File: src/rtl/mem_port_arbiter.sv
// rtl/mem_port_arbiter.sv - two-requester arbiter for the shared fixed-latency memory port
// CPU has fixed priority; a saturating starvation counter forces a DMA grant after MAX_WAIT cycles.
module mem_port_arbiter #(
  parameter int ADDR_W   = 32,
  parameter int DATA_W   = 32,
  parameter int MEM_LAT  = 2,
  parameter int MAX_WAIT = 8
) (
  input  logic              clock,
  input  logic              reset,
  input  logic              cpu_req,
  input  logic              cpu_we,
  input  logic              cpu_byte,
  input  logic [ADDR_W-1:0] cpu_addr,
  input  logic [DATA_W-1:0] cpu_wdata,
  output logic              cpu_ack,
  output logic              cpu_stall,
  input  logic              dma_req,
  input  logic              dma_we,
  input  logic              dma_byte,
  input  logic [ADDR_W-1:0] dma_addr,
  input  logic [DATA_W-1:0] dma_wdata,
  output logic              dma_ack,
  output logic [DATA_W-1:0] rdata,
  output logic              mem_en,
  output logic              mem_we,
  output logic              mem_byte,
  output logic [ADDR_W-1:0] mem_addr,
  output logic [DATA_W-1:0] mem_wdata,
  input  logic [DATA_W-1:0] mem_rdata,
  output logic              busy,
  output logic              owner
);

  localparam int LAT_W = (MEM_LAT  < 2) ? 1 : $clog2(MEM_LAT + 1);
  localparam int CNT_W = (MAX_WAIT < 2) ? 1 : $clog2(MAX_WAIT + 1);

  typedef enum logic [1:0] {
    IDLE   = 2'd0,
    ACCESS = 2'd1,
    WAIT   = 2'd2,
    RESP   = 2'd3
  } state_t;

  state_t           state;
  logic [LAT_W-1:0] lat_cnt;
  logic [CNT_W-1:0] starve_cnt;
  logic             xfer_we;
  logic             starved;
  logic             grant_dma;
  logic             grant_cpu;

  assign starved   = (starve_cnt >= CNT_W'(MAX_WAIT));
  assign grant_dma = (state == IDLE) && dma_req && (starved || !cpu_req);
  assign grant_cpu = (state == IDLE) && cpu_req && !grant_dma;
  assign cpu_stall = cpu_req & ~cpu_ack;

  always_ff @(posedge clock) begin
    if (reset) begin
      state     <= IDLE;
      lat_cnt   <= '0;
      xfer_we   <= 1'b0;
      mem_en    <= 1'b0;
      mem_we    <= 1'b0;
      mem_byte  <= 1'b0;
      mem_addr  <= '0;
      mem_wdata <= '0;
      cpu_ack   <= 1'b0;
      dma_ack   <= 1'b0;
      rdata     <= '0;
      busy      <= 1'b0;
      owner     <= 1'b0;
    end else begin
      mem_en  <= 1'b0;
      mem_we  <= 1'b0;
      cpu_ack <= 1'b0;
      dma_ack <= 1'b0;
      case (state)
        IDLE: begin
          if (grant_cpu || grant_dma) begin
            owner     <= grant_dma;
            xfer_we   <= grant_dma ? dma_we    : cpu_we;
            mem_we    <= grant_dma ? dma_we    : cpu_we;
            mem_byte  <= grant_dma ? dma_byte  : cpu_byte;
            mem_addr  <= grant_dma ? dma_addr  : cpu_addr;
            mem_wdata <= grant_dma ? dma_wdata : cpu_wdata;
            mem_en    <= 1'b1;
            busy      <= 1'b1;
            state     <= ACCESS;
          end
        end
        ACCESS: begin
          lat_cnt <= LAT_W'(MEM_LAT);
          state   <= WAIT;
        end
        WAIT: begin
          lat_cnt <= lat_cnt - LAT_W'(1);
          // Last wait cycle: read data is valid now, ack goes out next cycle.
          if (lat_cnt == LAT_W'(1)) begin
            if (!xfer_we) rdata <= mem_rdata;
            cpu_ack <= ~owner;
            dma_ack <= owner;
            state   <= RESP;
          end
        end
        RESP: begin
          busy  <= 1'b0;
          state <= IDLE;
        end
        default: state <= IDLE;
      endcase
    end
  end

  always_ff @(posedge clock) begin
    if (reset || !dma_req || grant_dma) begin
      starve_cnt <= '0;
    end else if (!starved) begin
      starve_cnt <= starve_cnt + CNT_W'(1);
    end
  end

endmodule

File: config.mk
export PLATFORM = sky130hd
export DESIGN_NAME = mem_port_arbiter
export DESIGN_NICKNAME = d
export VERILOG_FILES = /design/src/rtl/mem_port_arbiter.sv
export SDC_FILE = /design/constraint.sdc
export NUM_CORES = 1
export LEC_CHECK = 0
export CORE_UTILIZATION = 35
export CTS_CLUSTER_DIAMETER = 150
export CTS_CLUSTER_SIZE = 30
export DETAILED_ROUTE_END_ITERATION = 10
export HOLD_SLACK_MARGIN = 0.05
export PLACE_DENSITY = 0.82
export SLEW_MARGIN = 10
export SYNTH_ARGS = -nofsm -noshare
export SYNTH_HDL_FRONTEND = slang
export SYNTH_SLANG_ARGS = --single-unit
File: constraint.sdc
create_clock -name clock -period 1.4 [get_ports clock]
set_input_delay 0.14 -clock clock [delete_from_list [all_inputs] [get_ports clock]]
set_output_delay 0.14 -clock clock [all_outputs]
set_load 0.01 [all_outputs]
==> results of run 1 <==
[worst reg2reg max path, cell delays in order, from the launching register on]
cell	delay, ns
dfxtp_2	0.34
inv_2	0.05
buf_6	0.11
ha_4	0.17
and3b_2	0.24
buf_12	0.15
buf_16	0.15
nand2_1	0.07
a21oi_1	0.05
[power by group]
group / leakage (µW) / internal [µW] / total [µW] / switching [µW]
combinational: 0.00316 / 3320 / 6270 / 2960
clock: 0.000146 / 1380 / 2560 / 1180
sequential: 0.000921 / 3960 / 4330 / 368
total: 0.00423 / 8660 / 13200 / 4510
[final cells by class]
type | instances | area share (%)
Antenna cell | 1 | 0.0284
Timing Repair Buffer | 318 | 40.5
Multi-Input combinational cell | 410 | 27.9
Inverter | 7 | 0.298
Tap cell | 176 | 2.50
Clock inverter | 6 | 0.668
Sequential cell | 112 | 25.5
Clock buffer | 10 | 2.60
[cell families (layout without fill, tap and decap cells)]
group                    count (synthesis)  after routing
AO/OA/AOI/OAI                          240            240
XOR/XNOR                                 2              2
adder cells (fa/ha/maj)                  7              7
buffers and inverters                   71            341
flip-flops                             112            112
multiplexers                             2              2
other                                    0              1
AND/OR/NAND/NOR                        159            159
[registers in the layout, summed over array words and instances, names as in the netlist]
name and count:
busy 1, cpu_ack 1, mem_wdata 32, xfer_we 1
rdata 32, owner 1, mem_byte 1, mem_addr 32
mem_we 1, starve_cnt 4, mem_en 1, state 2
lat_cnt 2, dma_ack 1
[per-layer routing]
layer	routed length (µm)	vias up	GRT usage, %
met5	0	-	0
met4	613	0	11.2
met3	1270	39	6.23
met2	8390	227	37.6
met1	7040	2504	25.9
li1	-	2657	-
[stage by stage]
step / total power (µW) / instances
global route: 13900 / 1040
CTS: 12700 / 1029
finish: 13200 / 1040
floorplan: 7100 / 593
global placement: 9990 / 1009
detailed placement: 10100 / 1009
[cells in the mapped netlist, types with 3 or more instances]
| cell type | n | share of area (%) |
|---|---|---|
| ha_1 | 7 | 1.8 |
| nor2_1 | 10 | 0.76 |
| o21bai_1 | 65 | 9.9 |
| a31oi_1 | 66 | 8.4 |
| buf_4 | 8 | 1.2 |
| o21ai_1 | 5 | 0.51 |
| inv_1 | 7 | 0.54 |
| clkbuf_1 | 26 | 2.0 |
| clkbuf_2 | 4 | 0.41 |
| buf_6 | 3 | 0.69 |
| buf_2 | 23 | 2.3 |
| nand2b_1 | 4 | 0.51 |
| nand2_1 | 70 | 5.4 |
| nand3_1 | 66 | 6.7 |
| a21oi_1 | 34 | 3.5 |
| o21ai_0 | 62 | 6.3 |
| dfxtp_1 | 112 | 46 |
[how the worst max path moves through the flow]
stage                     startpoint                         to  slack [ns]  cells past startpoint
5_1_grt        state[1]$_SDFFE_PP0P_  mem_wdata[0]$_SDFFE_PP0P_       -0.08                      6
2_1_floorplan  state[0]$_SDFFE_PP0P_  mem_addr[14]$_SDFFE_PP0P_      -0.005                      7
3_5_place_dp                 cpu_req       xfer_we$_SDFFE_PP0P_       -0.30                      5
6_report       state[0]$_SDFFE_PP0P_      rdata[5]$_SDFFE_PP0P_       -0.02                      8
3_3_place_gp                 cpu_req       xfer_we$_SDFFE_PP0P_       -0.28                      5
4_1_cts        state[0]$_SDFFE_PP0P_     rdata[31]$_SDFFE_PP0P_      -0.002                      8
[timing repair]
| action | in CTS | in global routing |
|---|---|---|
| pin swaps | 2 | 18 |
| gates cloned | 2 | 5 |
| gates resized for setup | 26 | 93 |
| setup endpoints to repair | 112 | 131 |
| setup buffers | 2 | 5 |
==> flow_metrics.tcl, run 1 <==
set metrics [dict create \
    timing.final.ws_setup_ns -0.0208 \
    post-dp-hpwl_mm 11.4 \
    utilization_pct 65.4 \
    ant_nets 0 \
    stdcell_area_mm2 0.00880 \
    hold_ws_ns 0.242 \
    finalHoldViolations 0 \
    synth_cell_types 35 \
    arrival_ns 1.66 \
    whs_endpoint "mem_addr[18]$_SDFFE_PP0P_" \
    path_clk_slew_ns 0.07 \
    syn-num-nets 768 \
    grt_max_degree 40 \
    area_growth_pct 79.3 \
    path_max_fanout 8 \
    rsz0062_at_grt "yes" \
    p_per_area_mw_per_mm2 1500 \
    max_cap_violations 0 \
    yosys.area_share.simple_pct 14.7 \
    grt_pass1_wl_mm 25.5 \
    fin_skew_ns 0.00516 \
    yosys_register_bits 112 \
    track_usage_pct 22.3 \
    max-clock-path-buffers 2 \
    dieWidth_um 120 \
    fillers 1140 \
    crit_chain "inv_2 > buf_6 > ha_4 > and3b_2 > buf_12 > buf_16 > nand2_1 > a21oi_1" \
    clock-sinks 112 \
    failed_checks "setup timing" \
    min_path_cells 3 \
    yosys_warnings 0 \
    vias 5427 \
    antenna_found_initial 1 \
    wl_mm 17.3 \
    final_cell_mix "clkdlybuf4s50_1, dfxtp_1, a31oi_1" \
    seq_area_mm2 0.00224 \
    path_delay_family "buffers and inverters" \
    peakVddDrop_mv 0.842 \
    synth_ff_type "dfxtp_1" \
    maxSlewHeadroom_pct 82.4 \
    place_ws_ns -0.302 \
    worst_path_max_delay_cell "dfxtp_2" \
    die-area_mm2 0.0145 \
    hold_buffers 0 \
    tns_ns -0.186 \
    slowest_delay_ns 0.34 \
    tritoncts.num_buffers 9 \
    r2r-end "rdata[5]$_SDFFE_PP0P_" \
    r2r_slack_ns -0.02 \
    synth-edff-count 0 \
    finalSetupViolations 16 \
    drc 0 \
    hold_start "reset" \
    io_pins 272 \
    p_leak_uw 0.00423 \
    synth_area_mm2 0.00491 \
    synth_cells 593 \
    min_period_over_period_pct 101 \
    path_class "flip-flop to flip-flop" \
    synthXorXnorAreaFrac_pct 0.357 \
    layout.cells.most_common "clkdlybuf4s50_1" \
    synth.mux.area_fraction_pct 0.408 \
    yosysSeqAreaShare_pct 45.7 \
    synth_compound_area_share_pct 29.9 \
    initial_core_util_pct 36.5 \
    async_flop_share_pct 0 \
    r2r_cells 8 \
    clock_latency_ns 0.35 \
    port_buffers 271 \
    grt_pass1_vias 5035 \
    nNetsFinal 1033 \
    fin_crit_ns 1.42 \
    initialDrtViolationCount 296 \
    avgSynthCellArea_um2 8.28 \
    worstMarginPinSlew_ns 0.262 \
    crit_buf_inv 4 \
    hold_class "input port to flip-flop" \
    drt_first_pass_iters 4 \
    cts_root_buffer "clkbuf_16" \
    viasPerCell 5.22 \
    htree_levels 3 \
    cp.required_ns 1.64 \
    start_kind "flip-flop" \
    die_h_um 120 \
    timing.rr.start "state[0]$_SDFFE_PP0P_" \
    endpoint_kind "flip-flop" \
    synthAdderAreaFrac_pct 1.78 \
    post_drt_wl_per_cell_um 16.7 \
    grt-ovfl-total 0 \
    placeableCoreArea_mm2 0.0135 \
    multiInputGateArea_mm2 0.00246 \
    place_area_mm2 0.00798 \
    synth_top_family_by_area "compound AO/OA/AOI/OAI gates" \
    fmax_mhz 704 \
    drive_gt1_share_pct 11.4 \
    gp_congestion 0.783 \
    outcome "finished with violations" \
    cts_tree "built" \
    slew_violations 0 \
    rows 42 \
]
Power figures use the tool's default switching activity.
==> run 2, diff against run 1 <==
--- a/config.mk
+++ b/config.mk
@@ -11,6 +11,7 @@
 export DETAILED_ROUTE_END_ITERATION = 10
 export HOLD_SLACK_MARGIN = 0.05
 export PLACE_DENSITY = 0.82
+export SKIP_CTS_REPAIR_TIMING = 1
 export SLEW_MARGIN = 10
 export SYNTH_ARGS = -nofsm -noshare
 export SYNTH_HDL_FRONTEND = slang
==> run 2 against run 1 <==
Net effect:
- the run still ends with setup timing left
- non-clock buffer count rose by 15
- worst hold slack got worse by 0.0015 ns
- clock skew rose by 0.00075 ns
- largest power group unchanged
==> flow_metrics.tcl, run 2 (synthesized netlist as in run 1, its figures left out) <==
set metrics [dict create \
    grt_max_degree 40 \
    die-area_mm2 0.0145 \
    final_cell_mix "clkdlybuf4s50_1, dfxtp_1, dlymetal6s2s_1" \
    path_max_fanout 7 \
    grt-ovfl-total 0 \
    port_buffers 271 \
    fmax_mhz 671 \
    grt_pass1_wl_mm 25.1 \
    clock-sinks 112 \
    htree_levels 3 \
    sw_frac_of_total_pct 34.4 \
    place_inst 1009 \
    die_h_um 120 \
    endpoint_kind "flip-flop" \
    maxSlewHeadroom_pct 77.7 \
    wl_mm 19.3 \
    min_period_over_period_pct 107 \
    crit_chain "inv_2 > ha_4 > o21a_4 > buf_12 > clkbuf_16 > o21bai_1 > a31oi_1" \
    fin_skew_ns 0.00592 \
    min_path_cells 3 \
    track_usage_pct 21.9 \
    r2r_cells 7 \
    area_growth_pct 89.6 \
    finalHoldViolations 0 \
    worst_path_max_delay_cell "dfxtp_2" \
    arrival_ns 1.75 \
    ant_nets 0 \
    initial_core_util_pct 36.5 \
    nNetsFinal 1050 \
    stdcell_area_mm2 0.00931 \
    layout.cells.most_common "clkdlybuf4s50_1" \
    initialDrtViolationCount 277 \
    cts_tree "built" \
    gp_congestion 0.783 \
    io_pins 272 \
    fin_cells 1057 \
    clkPwrFrac_pct 18.0 \
    clock_latency_ns 0.35 \
    failed_checks "setup timing" \
    max-clock-path-buffers 2 \
    start_kind "flip-flop" \
    hold_class "input port to flip-flop" \
    hold_start "reset" \
    place_area_mm2 0.00798 \
    p_per_area_mw_per_mm2 1530 \
    largestRegisters "mem_addr: 32 flops, mem_wdata: 32 flops, rdata: 32 flops" \
    whs_endpoint "mem_addr[18]$_SDFFE_PP0P_" \
    post_drt_wl_per_cell_um 18.2 \
    cts_root_buffer "clkbuf_16" \
    drive_gt1_share_pct 16.9 \
    place_ws_ns -0.302 \
    slowest_delay_ns 0.33 \
    post-dp-hpwl_mm 11.4 \
    r2r-end "mem_addr[22]$_SDFFE_PP0P_" \
    finalSetupViolations 29 \
    switchingPower_uw 4910 \
    placeableCoreArea_mm2 0.0135 \
    grt_pass1_vias 4994 \
    dieWidth_um 120 \
    vias 5645 \
    rsz0062_at_grt "yes" \
    fillers 1048 \
    p_comb_share_pct 51.5 \
    viasPerCell 5.34 \
    power.total_uw 14300 \
    fin_crit_ns 1.49 \
    intPower_uw 9360 \
    timing.final.ws_setup_ns -0.0914 \
    tritoncts.num_buffers 9 \
    max_cap_violations 0 \
    drc 0 \
    worstMarginPinSlew_ns 0.333 \
    rows 42 \
    r2r_slack_ns -0.09 \
    peakVddDrop_mv 0.832 \
    drt_first_pass_iters 4 \
    timing.rr.start "state[0]$_SDFFE_PP0P_" \
    slew_violations 0 \
    outcome "finished with violations" \
    path_class "flip-flop to flip-flop" \
    antenna_found_initial 1 \
    cp.required_ns 1.65 \
    p_leak_uw 0.00456 \
    path_clk_slew_ns 0.07 \
    power.share.sequential_pct 30.4 \
]
## run 2: cell count changes in the layout (fill, tap and decap cells not counted), sizes merged
cell	change
clkdlybuf4s50	+1
dlygate4sd2	-12
dlymetal6s2s	+11
clkbuf	+9
buf	+6
and2	+2
## run 2: worst max path at each step
stage               slack [ns]                  start                        end
CTS                      -0.28                cpu_req                  cpu_stall
global placement         -0.28                cpu_req       xfer_we$_SDFFE_PP0P_
floorplan               -0.005  state[0]$_SDFFE_PP0P_  mem_addr[14]$_SDFFE_PP0P_
global route             -0.15  state[0]$_SDFFE_PP0P_     rdata[27]$_SDFFE_PP0P_
detailed placement       -0.30                cpu_req       xfer_we$_SDFFE_PP0P_
finish                   -0.09  state[0]$_SDFFE_PP0P_  mem_addr[22]$_SDFFE_PP0P_
## run 2: worst max-delay path, delay by kind of cell (launching register included)
| kind | cells | cell delay (ns) |
|---|---|---|
| adders and majority gates | 1 | 0.19 |
| AOI/OAI and AO/OA | 3 | 0.49 |
| buffers and inverters | 3 | 0.38 |
| DFF | 1 | 0.33 |
## run 2: power by group through the flow
stage	sequential (µW)	clock, µW	combinational, µW
floorplan	4710	0	2390
global placement	4370	0	5620
detailed placement	4410	0	5660
CTS	4340	2630	5690
global route	4430	2770	7810
finish	4340	2570	7350
## run 2: layout make-up
class	count	area, µm²	share of cell area (%)
inverters	7	26.3	0.282
well taps	176	220	2.37
diodes	1	2.50	0.0269
multi-input cells	412	2670	28.7
clock inverters	6	58.8	0.632
clock buffers	10	229	2.46
repair buffers	333	3850	41.4
flip-flops and latches	112	2240	24.1
## run 2: metrics by stage
step / utilization [%] / TNS, ns / hold WS, ns
floorplan: - / -0.165 / 0.276
global route: 69.2 / -4.10 / 0.240
finish: 69.2 / -0.602 / 0.241
CTS: 61.5 / -6.83 / 0.230
global placement: 59.3 / -16.57 / 0.441
detailed placement: 59.3 / -17.84 / 0.447
## run 2: layer usage
metal / vias up / wire (µm) / global-route usage [%]
li1: 2695 / - / -
met1: 2643 / 7520 / 25.5
met4: 0 / 745 / 11.2
met3: 51 / 1270 / 6.13
met2: 256 / 9720 / 36.6
met5: - / 0 / 0
==> run 3, diff against run 2 <==
--- a/config.mk
+++ b/config.mk
@@ -5,6 +5,7 @@
 export SDC_FILE = /design/constraint.sdc
 export NUM_CORES = 1
 export LEC_CHECK = 0
+export CORE_MARGIN = 2
 export CORE_UTILIZATION = 35
 export CTS_CLUSTER_DIAMETER = 150
 export CTS_CLUSTER_SIZE = 30
==> run 3 against run 2 <==
Net effect:
- the run still ends with setup timing left
- critical path type unchanged
- critical endpoint is now rdata[4]$_SDFFE_PP0P_
- register-to-register slack better by 0.04 ns
- highest routed layer unchanged
- die area rose by 3.3%
- largest power group unchanged
- setup slack better by 0.042 ns
- total power is 10% lower
==> flow_metrics.tcl, run 3 (synthesized netlist as in run 1, its figures left out) <==
set metrics [dict create \
    nNetsFinal 1023 \
    rsz0062_at_grt "yes" \
    clock_latency_ns 0.35 \
    maxSlewHeadroom_pct 80.5 \
    ant_nets 0 \
    fin_crit_ns 1.45 \
    layout.cells.most_common "clkdlybuf4s50_1" \
    wl_mm 17.4 \
    seq_area_mm2 0.00224 \
    dieWidth_um 122 \
    stdcell_area_mm2 0.00885 \
    fillers 1152 \
    track_usage_pct 20.8 \
    p_leak_uw 0.00443 \
    arrival_ns 1.73 \
    rows 43 \
    final_cell_mix "clkdlybuf4s50_1, dfxtp_1, dlymetal6s2s_1" \
    cts_tree "built" \
    path_max_fanout 8 \
    power.total_uw 12800 \
    fin_skew_ns 0.0119 \
    min_period_over_period_pct 104 \
    largestRegisters "mem_addr: 32 flops, mem_wdata: 32 flops, rdata: 32 flops" \
    hold_ws_ns 0.284 \
    timing.final.ws_setup_ns -0.0497 \
    grtUsageMet3_pct 5.58 \
    port_buffers 271 \
    place_area_mm2 0.00794 \
    place_ws_ns -0.242 \
    finalHoldViolations 0 \
    start_kind "flip-flop" \
    clock-sinks 112 \
    finalSetupViolations 18 \
    placeableCoreArea_mm2 0.0138 \
    htree_levels 3 \
    vias 5424 \
    max_cap_violations 0 \
    post-dp-hpwl_mm 11.4 \
    slew_violations 0 \
    grt_max_degree 41 \
    grt-ovfl-total 0 \
    max-clock-path-buffers 2 \
    use_met2_pct 36.6 \
    initial_core_util_pct 35.6 \
    die-area_mm2 0.0150 \
    grt_pass1_wl_mm 24.8 \
    path_class "flip-flop to flip-flop" \
    initialDrtViolationCount 257 \
    multiInputGateArea_mm2 0.00257 \
    tritoncts.num_buffers 9 \
    gp_congestion 0.797 \
    drt_first_pass_iters 5 \
    fin_cells 1034 \
    die_h_um 122 \
    area_growth_pct 80.2 \
    p_per_area_mw_per_mm2 1450 \
    failed_checks "setup timing" \
    top_usage_layer "met2" \
    antenna_found_initial 1 \
    endpoint_kind "flip-flop" \
    viasPerCell 5.25 \
    post_drt_wl_per_cell_um 16.8 \
    grt_pass1_vias 5018 \
    cts_root_buffer "clkbuf_16" \
    cp.required_ns 1.68 \
    fmax_mhz 690 \
    outcome "finished with violations" \
    place_inst 1010 \
    drc 0 \
    hold_class "input port to flip-flop" \
    drive_gt1_share_pct 12.9 \
    io_pins 272 \
    peakVddDrop_mv 0.925 \
    path_clk_slew_ns 0.08 \
    worstMarginPinSlew_ns 0.289 \
    grtUsageMet1_pct 24.0 \
]
run 3: cell types whose count changed in the layout (fill, tap and decap cells not counted), sizes merged:
cell,delta
inv,+1
dlymetal6s2s,+4
clkdlybuf4s50,-4
buf,-15
clkinv,-2
and2,-2
clkbuf,-9
run 3: worst max-delay path, cell delays in order, from the launching register on:
cell and delay (ns):
dfxtp_2 0.33, inv_2 0.08, buf_6 0.10, ha_4 0.15, and3b_2 0.31, clkbuf_16 0.22
nand2_4 0.05, a21oi_2 0.13
run 3: final cells by class:
type	count	share of cell area (%)
diodes	1	0.0283
clock buffers	11	2.74
clock inverters	5	0.693
inverters	7	0.297
multi-input cells	410	29.0
flip-flops and latches	112	25.4
well taps	180	2.55
repair buffers	308	39.3
run 3: metrics by stage:
| stage | TNS (ns) | util (%) |
|---|---|---|
| floorplan | -0.165 | - |
| detailed placement | -14.17 | 57.6 |
| finish | -0.350 | 64.2 |
| global route | -2.40 | 64.2 |
| global placement | -12.06 | 57.6 |
| CTS | -4.03 | 59.8 |
run 3: power breakdown:
group          switching, µW  leakage (µW)  internal, µW
sequential               373      0.000921          3960
clock                   1210      0.000151          1450
combinational           2830       0.00336          3020
run 3: per-layer routing:
layer,wire [µm],up-vias
li1,-,2627
met2,8720,211
met3,1220,29
met1,7000,2557
met5,0,-
met4,418,0
run 3: worst paths after layout:
check,startpoint,end,slack [ns],depth (start not counted)
max,state[0]$_SDFFE_PP0P_,rdata[4]$_SDFFE_PP0P_,-0.05,7
min,reset,starve_cnt[1]$_SDFFE_PP0N_,0.28,3
max reg2reg,state[0]$_SDFFE_PP0P_,rdata[4]$_SDFFE_PP0P_,-0.05,7
min reg2reg,rdata[23]$_SDFFE_PP0P_,rdata[23]$_SDFFE_PP0P_,0.45,2
